## config.mk

```make
export PLATFORM = sky130hd
export DESIGN_NAME = lms_adapt_ctrl
export DESIGN_NICKNAME = d
export VERILOG_FILES = /design/src/rtl/lms_adapt_ctrl.sv
export SDC_FILE = /design/constraint.sdc
export NUM_CORES = 1
export LEC_CHECK = 0
export ABC_AREA = 1
export CORE_ASPECT_RATIO = 1.1
export CORE_UTILIZATION = 52
export CTS_CLUSTER_DIAMETER = 30
export DETAILED_ROUTE_END_ITERATION = 12
export PLACE_DENSITY = 0.78
export SKIP_CTS_REPAIR_TIMING = 1
export SYNTH_ARGS = -nofsm -noshare
export SYNTH_HDL_FRONTEND = slang
export SYNTH_SLANG_ARGS = --single-unit
```

## constraint.sdc

```tcl
create_clock -name clk -period 6.6 [get_ports clk]
set_input_delay 0.66 -clock clk [delete_from_list [all_inputs] [get_ports clk]]
set_output_delay 0.66 -clock clk [all_outputs]
set_load 0.01 [all_outputs]
```

## src/rtl/lms_adapt_ctrl.sv

```systemverilog
`default_nettype none
// ============================================================================
// Module   : lms_adapt_ctrl
// Function : Sequencing controller for a 16-tap LMS adaptive FIR. Gates the
//            filter clock-enable, flushes the delay line after start, and
//            schedules the step-size shift (acquire vs. track) from a
//            windowed average of |error|. Handles freeze and divergence.
// Revision : 1.0 - initial release
// ============================================================================
module lms_adapt_ctrl #(
  parameter int         L        = 16,
  parameter int         EW       = 31,
  parameter int         WIN_LOG2 = 4,
  parameter int         HOLD     = 3,
  parameter logic [7:0] MU_SAFE  = 8'd31
) (
  input  logic              clk,
  input  logic              reset,
  input  logic              start,
  input  logic              stop,
  input  logic              freeze,
  input  logic              sample_valid,
  input  logic              e_valid,
  input  logic [EW-1:0]     e_in,
  input  logic [7:0]        mu_acq,
  input  logic [7:0]        mu_trk,
  input  logic [EW-2:0]     err_thresh,
  output logic              fir_ce,
  output logic              adapt_en,
  output logic [7:0]        mu_out,
  output logic              converged,
  output logic              busy,
  output logic [2:0]        state_o,
  output logic [EW-2:0]     err_avg
);

  localparam int AW = EW - 1 + WIN_LOG2;   // accumulator cannot overflow
  localparam int FW = $clog2(L + 1);
  localparam int HW = $clog2(HOLD + 1);

  localparam logic [2:0] c_st_idle   = 3'd0;
  localparam logic [2:0] c_st_flush  = 3'd1;
  localparam logic [2:0] c_st_acq    = 3'd2;
  localparam logic [2:0] c_st_track  = 3'd3;
  localparam logic [2:0] c_st_freeze = 3'd4;

  logic [2:0]      state_q, state_d;
  logic [2:0]      saved_q, saved_d;
  logic [FW-1:0]   flush_cnt_q, flush_cnt_d;
  logic [AW-1:0]   acc_q, acc_d;
  logic [WIN_LOG2-1:0] win_cnt_q, win_cnt_d;
  logic [HW-1:0]   hold_cnt_q, hold_cnt_d;
  logic [7:0]      mu_q, mu_d;
  logic            adapt_q, adapt_d;
  logic            conv_q, conv_d;
  logic            busy_q, busy_d;
  logic [EW-2:0]   err_avg_q, err_avg_d;

  logic [EW-2:0]   w_abs;
  logic [AW-1:0]   w_sum;
  logic [EW-2:0]   w_avg;
  logic [EW-2:0]   w_thr4;
  logic [HW-1:0]   w_hold_inc;
  logic            w_win_end;

  // Saturating |e|, window sum/average and the saturated divergence threshold
  always_comb begin
    w_abs = e_in[EW-2:0];
    if (e_in[EW-1]) begin
      if (e_in[EW-2:0] == '0) w_abs = '1;          // most-negative value
      else                    w_abs = (~e_in[EW-2:0]) + (EW-1)'(1);
    end
    w_sum      = acc_q + AW'(w_abs);
    w_avg      = w_sum[AW-1:WIN_LOG2];
    w_thr4     = (err_thresh[EW-2:EW-3] != 2'b00) ? '1 : {err_thresh[EW-4:0], 2'b00};
    w_hold_inc = hold_cnt_q + HW'(1);
    w_win_end  = e_valid && (win_cnt_q == '1);
  end

  // Next-state and registered-output logic; stop overrides everything
  always_comb begin
    state_d     = state_q;
    saved_d     = saved_q;
    flush_cnt_d = flush_cnt_q;
    acc_d       = acc_q;
    win_cnt_d   = win_cnt_q;
    hold_cnt_d  = hold_cnt_q;
    mu_d        = mu_q;
    adapt_d     = adapt_q;
    conv_d      = conv_q;
    busy_d      = busy_q;
    err_avg_d   = err_avg_q;

    if (stop) begin
      state_d     = c_st_idle;
      saved_d     = c_st_idle;
      flush_cnt_d = '0;
      acc_d       = '0;
      win_cnt_d   = '0;
      hold_cnt_d  = '0;
      mu_d        = MU_SAFE;
      adapt_d     = 1'b0;
      conv_d      = 1'b0;
      busy_d      = 1'b0;
    end else begin
      case (state_q)
        c_st_idle: begin
          if (start) begin
            state_d     = c_st_flush;
            busy_d      = 1'b1;
            flush_cnt_d = '0;
            acc_d       = '0;
            win_cnt_d   = '0;
            hold_cnt_d  = '0;
          end
        end
        c_st_flush: begin
          if (sample_valid) begin
            if (flush_cnt_q == FW'(L - 1)) begin
              state_d = c_st_acq;
              mu_d    = mu_acq;
              adapt_d = 1'b1;
            end else begin
              flush_cnt_d = flush_cnt_q + FW'(1);
            end
          end
        end
        c_st_acq, c_st_track: begin
          if (freeze) begin
            // Partial window (even one ending this cycle) is discarded
            saved_d   = state_q;
            state_d   = c_st_freeze;
            acc_d     = '0;
            win_cnt_d = '0;
            adapt_d   = 1'b0;
            mu_d      = MU_SAFE;
          end else if (w_win_end) begin
            acc_d     = '0;
            win_cnt_d = '0;
            err_avg_d = w_avg;
            if (state_q == c_st_acq) begin
              if (w_avg < err_thresh) begin
                if (w_hold_inc == HW'(HOLD)) begin
                  state_d    = c_st_track;
                  mu_d       = mu_trk;
                  conv_d     = 1'b1;
                  hold_cnt_d = '0;
                end else begin
                  hold_cnt_d = w_hold_inc;
                end
              end else begin
                hold_cnt_d = '0;
              end
            end else if (w_avg >= w_thr4) begin
              state_d    = c_st_acq;
              mu_d       = mu_acq;
              conv_d     = 1'b0;
              hold_cnt_d = '0;
            end
          end else if (e_valid) begin
            acc_d     = w_sum;
            win_cnt_d = win_cnt_q + WIN_LOG2'(1);
          end
        end
        c_st_freeze: begin
          acc_d     = '0;
          win_cnt_d = '0;
          if (!freeze) begin
            state_d = saved_q;
            adapt_d = 1'b1;
            mu_d    = (saved_q == c_st_acq) ? mu_acq : mu_trk;
          end
        end
        default: begin
          state_d = c_st_idle;
          mu_d    = MU_SAFE;
          adapt_d = 1'b0;
          conv_d  = 1'b0;
          busy_d  = 1'b0;
        end
      endcase
    end
  end

  // State and output registers with synchronous reset
  always_ff @(posedge clk) begin
    if (reset) begin
      state_q     <= c_st_idle;
      saved_q     <= c_st_idle;
      flush_cnt_q <= '0;
      acc_q       <= '0;
      win_cnt_q   <= '0;
      hold_cnt_q  <= '0;
      mu_q        <= MU_SAFE;
      adapt_q     <= 1'b0;
      conv_q      <= 1'b0;
      busy_q      <= 1'b0;
      err_avg_q   <= '0;
    end else begin
      state_q     <= state_d;
      saved_q     <= saved_d;
      flush_cnt_q <= flush_cnt_d;
      acc_q       <= acc_d;
      win_cnt_q   <= win_cnt_d;
      hold_cnt_q  <= hold_cnt_d;
      mu_q        <= mu_d;
      adapt_q     <= adapt_d;
      conv_q      <= conv_d;
      busy_q      <= busy_d;
      err_avg_q   <= err_avg_d;
    end
  end

  assign fir_ce    = sample_valid & (state_q != c_st_idle);
  assign adapt_en  = adapt_q;
  assign mu_out    = mu_q;
  assign converged = conv_q;
  assign busy      = busy_q;
  assign state_o   = state_q;
  assign err_avg   = err_avg_q;

endmodule
`default_nettype wire

```

# After elaboration in Yosys (flattened, before gate mapping)
# Cells that the tools add are included.
# totals
ff_bits	92
input_bits	84
# op_classes
add_sub_neg	5
magnitude_cmp	2
eq_ne	24
muxes	61
bitwise	7
reduce_logical	21
# op_table
cell	count
$mux 34	4
$pmux 34 s3	1
$mux 30	3
$mux 8	10
$add 34x30->34	1
$pmux 8 s4	1
$add 30x1->30 const B	1
$ge 30x30->1	1
$logic_not 30->1	1
$lt 30x30->1	1
$mux 3	10
$not 30->30	1
$mux 4	4
$ne 2x2->1 const B	8
$ne 4x4->1 const B	4
$mux 5	3
$mux 2	7
$ne 3x3->1 const B	4
$pmux 3 s4	1
$pmux 4 s3	1
$mux 1	11
$pmux 5 s2	1
$reduce_and 5->1	2
$eq 3x2->1 const B	3
other kinds (26)	36

# Longest topological paths before layout
# Gate-level depths: netlist (run 1).
# depth
depth_word	11
ltp_mapped	50

# Worst setup path after synthesis (run 1)
# No wires, ideal clock.
# synth_timing
path_kind	in2reg
startpoint	input port e_in[0]
endpoint	register mu_q[6], in the netlist mu_out[6]
setup_time_ns	0.113
arrival_time_ns	5.599
t_required_ns	6.487
setup_slack_ns	0.888
cell_stages	41
path_buffers	0
cell_sequence	inv_1 ha_1 inv_1 nor3_2 nand2_1 nor3_2 inv_2 nor2_4 inv_2 nor2_4 inv_2 nor3_2 nand4_1 nor4_4 nand4_2 nor2_4 a21oi_1 inv_1 [5 not listed] a21oi_1 o21bai_1 a21oi_1 o21ai_1 a21oi_1 xnor2_1 ha_1 nand2_1 nor4_1 o21ai_0 a21oi_1 nor2_1 o21ai_1 nand2_1 nand2_1 nand3_4 nor2_1 nor2_1
# synth_between
elab_chain_len	8
word_cells_on_any_way	11
cone_classes	add/sub (2); order compare (2); eq/ne (2); mux (2); bitwise (1); reduce/logical (2)
# synth_lines
element	line_no	text
from (decl)	24	input logic [EW-1:0] e_in,
$not 30->30	71	else w_abs = (~e_in[EW-2:0]) + (EW-1)'(1);
$add 30x1->30	71	
$mux 30	70	if (e_in[EW-2:0] == '0) w_abs = '1;
$mux 30 (*)	69	if (e_in[EW-1]) begin
$add 34x30->34 (*)	73	w_sum = acc_q + AW'(w_abs);
via w_sum[16]	60	logic [AW-1:0] w_sum;
$lt 30x30->1 or $ge 30x30->1 (tied branches)	142, 154	
$ne 4x4->1 (no line)	n/a	
$reduce_and 8->1 (no line) (*)	n/a	
to (signal assigned)	206	mu_q <= mu_d;
to (decl)	53	logic [7:0] mu_q, mu_d;
# The timed path passes the listed nets; every way through them passes the cells marked *.
# A chain may end at the register's enable or synchronous reset.

# Worst setup path in the final report (run 1)
# layout_timing
startpoint	input port e_in[0]
endpoint	register hold_cnt_q[1]
# layout_between
elab_chain_len	11
word_cells_on_any_way	15
cone_classes	add/sub (2); order compare (2); eq/ne (1); mux (7); bitwise (1); reduce/logical (2)
# layout_lines
element	line_no	text
$not 30->30	71	
$add 30x1->30	71	
$mux 30	70	
$mux 30 (*)	69	
$add 34x30->34 (*)	73	
via w_sum[33]	60	
$lt 30x30->1	142	if (w_avg < err_thresh) begin
$mux 2	142	
$mux 2	141	if (state_q == c_st_acq) begin
$mux 2	137	end else if (w_win_end) begin
$mux 2	129	if (freeze) begin
$pmux 2 s2	106	case (state_q)
to (signal assigned)	205	hold_cnt_q <= hold_cnt_d;
to (decl)	52	logic [HW-1:0] hold_cnt_q, hold_cnt_d;
# The timed path passes the listed nets; every way through them passes the cells marked *. The select of a mux whose other input is x is not followed.

==> results of run 1 <==
==> synthesized netlist by cell type, drive strengths merged, types with 5 or more instances <==
master / count / area share [%]
nor2: 191 / 9.5
inv: 183 / 8.6
a31oi: 8 / 0.62
buf: 9 / 0.53
clkbuf: 24 / 1.1
xor2: 22 / 2.4
nand2: 251 / 12
a22oi: 7 / 0.66
a211oi: 6 / 0.56
ha: 92 / 14
dfxtp: 92 / 23
xnor2: 14 / 1.6
or2: 13 / 1.0
a21o: 5 / 0.47
nand4: 21 / 1.9
a21oi: 120 / 7.5
o21ai: 67 / 4.2
nor3: 26 / 2.1
nand3: 63 / 4.1
o21bai: 5 / 0.51
==> critical path: cells and delay by family <==
kind	cells	cell delay [ns]
AOI/OAI and AO/OA	6	0.63
xor gates and xnor gates	1	0.14
adders and majority gates	3	0.63
buffers and inverters	10	0.81
and+or+nand+nor	33	3.76
==> cell families after synthesis <==
kind of cell,count (synthesis)
fa+ha+maj,93
buf+inv,217
xor+xnor,36
compound gates,236
flops,92
simple gates,575
==> layout by cell type, fill, tap and decap left out, types with 7 or more instances in the layout <==
master           instances
nand2_1                229
nor2_1                 176
inv_1                  169
clkdlybuf4s50_1        122
a21oi_1                108
dfxtp_1                 92
ha_1                    85
buf_4                   72
o21ai_0                 60
nand3_1                 54
nand4_1                 19
xor2_1                  18
nand2_2                 17
nor3_1                  17
inv_2                   14
xnor2_1                 12
or2_2                   11
a21oi_2                 10
clkbuf_16                9
nand3_2                  8
nor2_4                   8
nor2_2                   7
a22oi_1                  7
==> stage by stage <==
| stage | power, mW | utilization, % | setup WS (ns) | hold WS, ns |
|---|---|---|---|---|
| floorplan | 0.849 | - | 0.888 | 0.428 |
| global placement | 1.02 | 65.8 | 0.0316 | 0.441 |
| detailed placement | 1.03 | 65.8 | -0.258 | 0.448 |
| CTS | 1.56 | 67.8 | 0.0812 | 0.458 |
| global route | 1.66 | 70.8 | -0.135 | 0.492 |
| finish | 1.58 | 70.8 | 0.230 | 0.461 |
==> path summary, 6_finish.rpt <==
| path | startpoint | to | slack [ns] | depth (start not counted) |
|---|---|---|---|---|
| hold / removal | win_cnt_q[3] | win_cnt_q[3] | 0.46 | 1 |
| hold reg to reg | win_cnt_q[3] | win_cnt_q[3] | 0.46 | 1 |
| setup reg to reg | acc_q[0] | hold_cnt_q[1] | 2.47 | 29 |
| setup / recovery | e_in[0] | hold_cnt_q[1] | 0.23 | 53 |
==> power groups by stage <==
stage | Clock [mW] | Sequential (mW) | Combinational [mW]
4_1_cts | 0.536 | 0.572 | 0.447
3_3_place_gp | 0 | 0.584 | 0.436
2_1_floorplan | 0 | 0.583 | 0.267
6_report | 0.534 | 0.572 | 0.476
3_5_place_dp | 0 | 0.584 | 0.443
5_1_grt | 0.561 | 0.573 | 0.528
==> cell type report <==
cell class,count,share of cell area [%]
Inverter,184,6.48
Sequential cell,92,17.3
Multi-Input combinational cell,940,53.8
Timing Repair Buffer,202,17.4
Tap cell,196,2.30
Clock inverter,6,0.669
Clock buffer,9,2.11
==> flip-flops by register name, indices dropped and copies added (netlist names) <==
signal / cells
acc_q: 34
err_avg: 30
converged: 1
win_cnt_q: 4
saved_q: 3
busy: 1
hold_cnt_q: 2
adapt_en: 1
state_o: 3
mu_out: 8
flush_cnt_q: 5
==> routing by layer <==
metal	track usage, %	vias up	part of all wire [%]	wire, um
met5	0	-	0	0
met3	3.16	63	5.0	1170
met4	12.8	0	3.3	775
met1	36.6	3990	44	10400
met2	50.2	292	47	11100
li1	-	4449	-	-
==> metrics.txt, run 1 <==
Synth warnings=0; peak supply drop=0.128 mV; Final Hold Vio Count=0; PortBufs=128; post-synthesis simple-gate area fraction=31.7%; final instance area=10,700 um2; final slew viol count=0; Reg area=1840 um2; Final nets=1,606; Die Y=132 um; largest stage delay on the critical path=0.32 ns; Routed WL per cell=14.4 um; CP max-delay cell=ha_1; Seq pwr share=36.1%; synthesized flop and latch total=92; drt pass-1 iters=5; CTS clk-pin slew, worst paths=0.07 ns; Compound-Gate Fraction of Synth Area=16.5%; Max Buffers Root-to-Sink=2; critical path class=primary input to flop; mux contribution to synthesized area=0%; ratio of cells with drive above 1 in the final layout=14.6%; combinational family with the most area after synthesis=simple AND/OR/NAND/NOR gates; Die ar.=15,900 um2; Core Region=15,100 um2; pin count of the biggest net entering global routing=44; mapped cell area=8020 um2; Rows=47; RSZ-0062 raised after global routing=yes; Yosys cell types=55; final wirelength=23,500 um; skew final=0.00769 ns; # fillers=1,309; CP Launch Type=primary input; synthesized area per cell=6.42 um2; Relative slew margins=21.5%; first-pass GRT wire length=38,000 um; H-tree depth=3; setup_tns=0 ns; worst endpoint data arrival time=6.66 ns; Gate power share=30.1%; Critical Path Most Common Cell=nand2_2; fmax=157 MHz; Via density=5.40; CTS root buf=clkbuf_16; Non-Filler Instances=1,629; worst min-delay path category=flop to flop; Vias=8,794; die width=120 um; multi-input logic area=5740 um2; worst-path fanout max=7; Tmin final=6.37 ns; Diodes inserted=0; Iter 0 DRT Violations=586; Pleak=5.20 nW; CTS tree=built; vias in the first global route=8,274; Sw Pwr=0.529 mW; Final ANT Viol Nets=0; GR Overflow Total=0; DP Cell Count=1,604; DP Area=9900 um2; number of flops mapped to enable cells by yosys=0; DRC Markers=0; Clock Latency Late Sink=0.36 ns; initial antenna violation count=0; TritonCTS sink count=92; Adder-Cell Fraction of Synth Area=14.6%; GRT Util Overall=29.2%; outcome=finished, final reports clean; synthesized-area fraction occupied by xor and xnor cells=4.02%; Power Dens Cells=148 nW/um2; Post-Syn Instances=1,249; Tcrit/Tclk final=96.5%; post-synthesis sequential area ratio=23.0%; number of max-cap violations=0; TritonCTS Buffers=9; routability cong.=0.962; Int Power=1.05 mW; final setup violation count=0; data required time of the worst path=6.89 ns; syn_nets=1,426; post-DP HPWL=17,800 um; switch share=33.4%; Tightest Pin Transition=1.18 ns; ys flop type=dfxtp_1; synthesis-to-layout area growth=32.9%; share of synthesized registers carrying an async set or reset=0%; Setup crit end kind=flop; Clock power frac=33.8%; Initial Utilization=53.3%; io pins=129
Note: power is estimated with default switching activity, not from simulation.
==> run 2, diff against run 1 <==
--- a/config.mk
+++ b/config.mk
@@ -6,11 +6,12 @@
 export NUM_CORES = 1
 export LEC_CHECK = 0
 export ABC_AREA = 1
-export CORE_ASPECT_RATIO = 1.1
+export CORE_ASPECT_RATIO = 2
 export CORE_UTILIZATION = 52
 export CTS_CLUSTER_DIAMETER = 30
 export DETAILED_ROUTE_END_ITERATION = 12
 export PLACE_DENSITY = 0.78
+export RECOVER_POWER = 100
 export SKIP_CTS_REPAIR_TIMING = 1
 export SYNTH_ARGS = -nofsm -noshare
 export SYNTH_HDL_FRONTEND = slang
==> metrics.txt, run 2 (synthesis results as in run 1) <==
Diodes inserted=0 (unchanged); Core Region=15,000 um2 (-0.51%); Tightest Pin Transition=2.45 ns (+1.27 ns); Final ANT Viol Nets=0 (unchanged); outcome=complete, but fails checks; HP Start=flush_cnt_q[4]; ratio of cells with drive above 1 in the final layout=16.4% (+1.8 points); final setup violation count=13 (+13); peak supply drop=0.122 mV (-5.0%); worst setup margin=-0.291 ns (-0.521 ns); CTS root buf=clkbuf_16; max reg flops=34 (unchanged); most common library cell in the layout ignoring fill and taps=nand2_1; skew final=0.00581 ns (-0.00188 ns); Power Dens Cells=152 nW/um2 (+2.6%); die width=89.8 um (-25%); most frequent cells in the layout=nand2_1 (230), nor2_1 (173), inv_1 (168), buf_4 (113), a21oi_1 (112); worst reg2reg startpoint=acc_q[18]; post-DP HPWL=20,700 um (+17%); Tcrit/Tclk final=104% (+7.9 points); Initial Utilization=53.6% (+0.28 points); largest stage delay on the critical path=0.32 ns (about the same); # fillers=1,204 (-8.0%); Relative slew margins=-63.2% (-85 points); Die Y=178 um (+34%); final slew viol count=44 (+44); failing checks=max-capacitance violations, max-slew violations, negative setup slack; DRC Markers=0 (unchanged); CP max-delay cell=ha_1; RSZ-0062 raised after global routing=yes; TritonCTS Buffers=9 (unchanged); io pins=129 (unchanged); Iter 0 DRT Violations=560 (-4.4%); vias in the first global route=8,871 (+7.2%); CTS tree=built; initial antenna violation count=0 (unchanged); GR Overflow Total=0 (unchanged); CP Launch Type=primary input; pin count of the biggest net entering global routing=44 (unchanged); Tmin final=6.89 ns (+0.521 ns); synthesis-to-layout area growth=36.8%; Pleak=5.50 nW (+5.9%); Tot Pwr=1.67 mW (+5.6%); drt pass-1 iters=5 (unchanged); Critical Path Most Common Cell=nand2_2; Clock Latency Late Sink=0.36 ns (about the same); TritonCTS sink count=92 (unchanged); critical path class=primary input to flop; Vias=9,338 (+6.2%); Top reg by flops=acc_q; Via density=5.59 (+3.6%); H-tree depth=3 (unchanged); Max Buffers Root-to-Sink=2 (unchanged); GRT Util Overall=32.5% (+3.3 points); Worst Setup SP=e_in[1]; hold slack final=0.463 ns (+0.00257 ns); worst min-delay path category=flop to flop; PortBufs=128 (unchanged); Setup crit end kind=flop; CTS clk-pin slew, worst paths=0.07 ns (about the same); worst-path fanout max=4 (-3); Final nets=1,647 (+2.6%); data required time of the worst path=6.90 ns (about the same); routability cong.=0.961 (about the same); first-pass GRT wire length=40,800 um (+7.6%); Routed WL per cell=16.1 um (+12%); Rows=63 (+34%); number of max-cap violations=1 (+1); Die ar.=16,000 um2 (+0.18%); final wirelength=26,900 um (+14%); worst endpoint data arrival time=7.19 ns (+0.53 ns); fmax=145 MHz (-7.6%); Final Hold Vio Count=0 (unchanged)
==> run 2: cell count changes in the layout (fill, tap and decap cells not counted), moves of 4 or more <==
cell and delta:
clkdlybuf4s50_1 -42, dlygate4sd3_1 +42, buf_4 +41, a21oi_2 -6, a21oi_1 +4, nor2_2 +4
==> run 2: cell type report <==
| class | instances | area (um2) | area share (%) |
|---|---|---|---|
| inverters | 184 | 703 | 6.41 |
| repair buffers | 243 | 2160 | 19.7 |
| flip-flops and latches | 92 | 1840 | 16.8 |
| clock inverters | 6 | 93.8 | 0.855 |
| well taps | 195 | 244 | 2.22 |
| clock buffers | 10 | 239 | 2.18 |
| multi-input cells | 940 | 5690 | 51.9 |
==> run 2: through the flow <==
| step | utilization, % | TNS [ns] | cells | setup WS [ns] | area [um2] |
|---|---|---|---|---|---|
| floorplan | - | 0 | 1249 | 0.888 | 8020 |
| global placement | 68.0 | -5.95 | 1640 | -0.573 | 10200 |
| detailed placement | 68.0 | -8.32 | 1640 | -0.756 | 10200 |
| CTS | 70.2 | -3.94 | 1656 | -0.464 | 10500 |
| global route | 73.3 | -7.40 | 1670 | -0.630 | 11000 |
| finish | 73.3 | -2.79 | 1670 | -0.291 | 11000 |
==> run 2: metal layers <==
metal  vias up  global-route usage, %  wire [um]
met3       140                   3.56       1040
met4         0                   25.2       2160
li1       4534                      -          -
met1      4300                   28.8       9030
met2       364                   65.2      14600
met5         -                      0          0
==> run 2: critical path: cells and delay by family <==
kind | cells | cell delay (ns)
adders and majority gates | 3 | 0.67
AOI/OAI and AO/OA | 6 | 0.86
and+or+nand+nor | 33 | 4.25
buffers and inverters | 8 | 0.58
xor gates and xnor gates | 1 | 0.16
==> run 2: where the power goes <==
part           switching (mW)  leakage, nW  total, mW  internal [mW]
Combinational           0.301         4.60      0.511          0.210
Clock                   0.243        0.160      0.589          0.346
Sequential            0.00945        0.742      0.573          0.563
Total                   0.553         5.50       1.67           1.12
==> run 2: worst paths after layout <==
path,to,slack [ns],cells past startpoint
max,state_o[0],-0.29,51
min,flush_cnt_q[4],0.46,2
max reg2reg,state_o[0],2.02,27
min reg2reg,flush_cnt_q[4],0.46,2
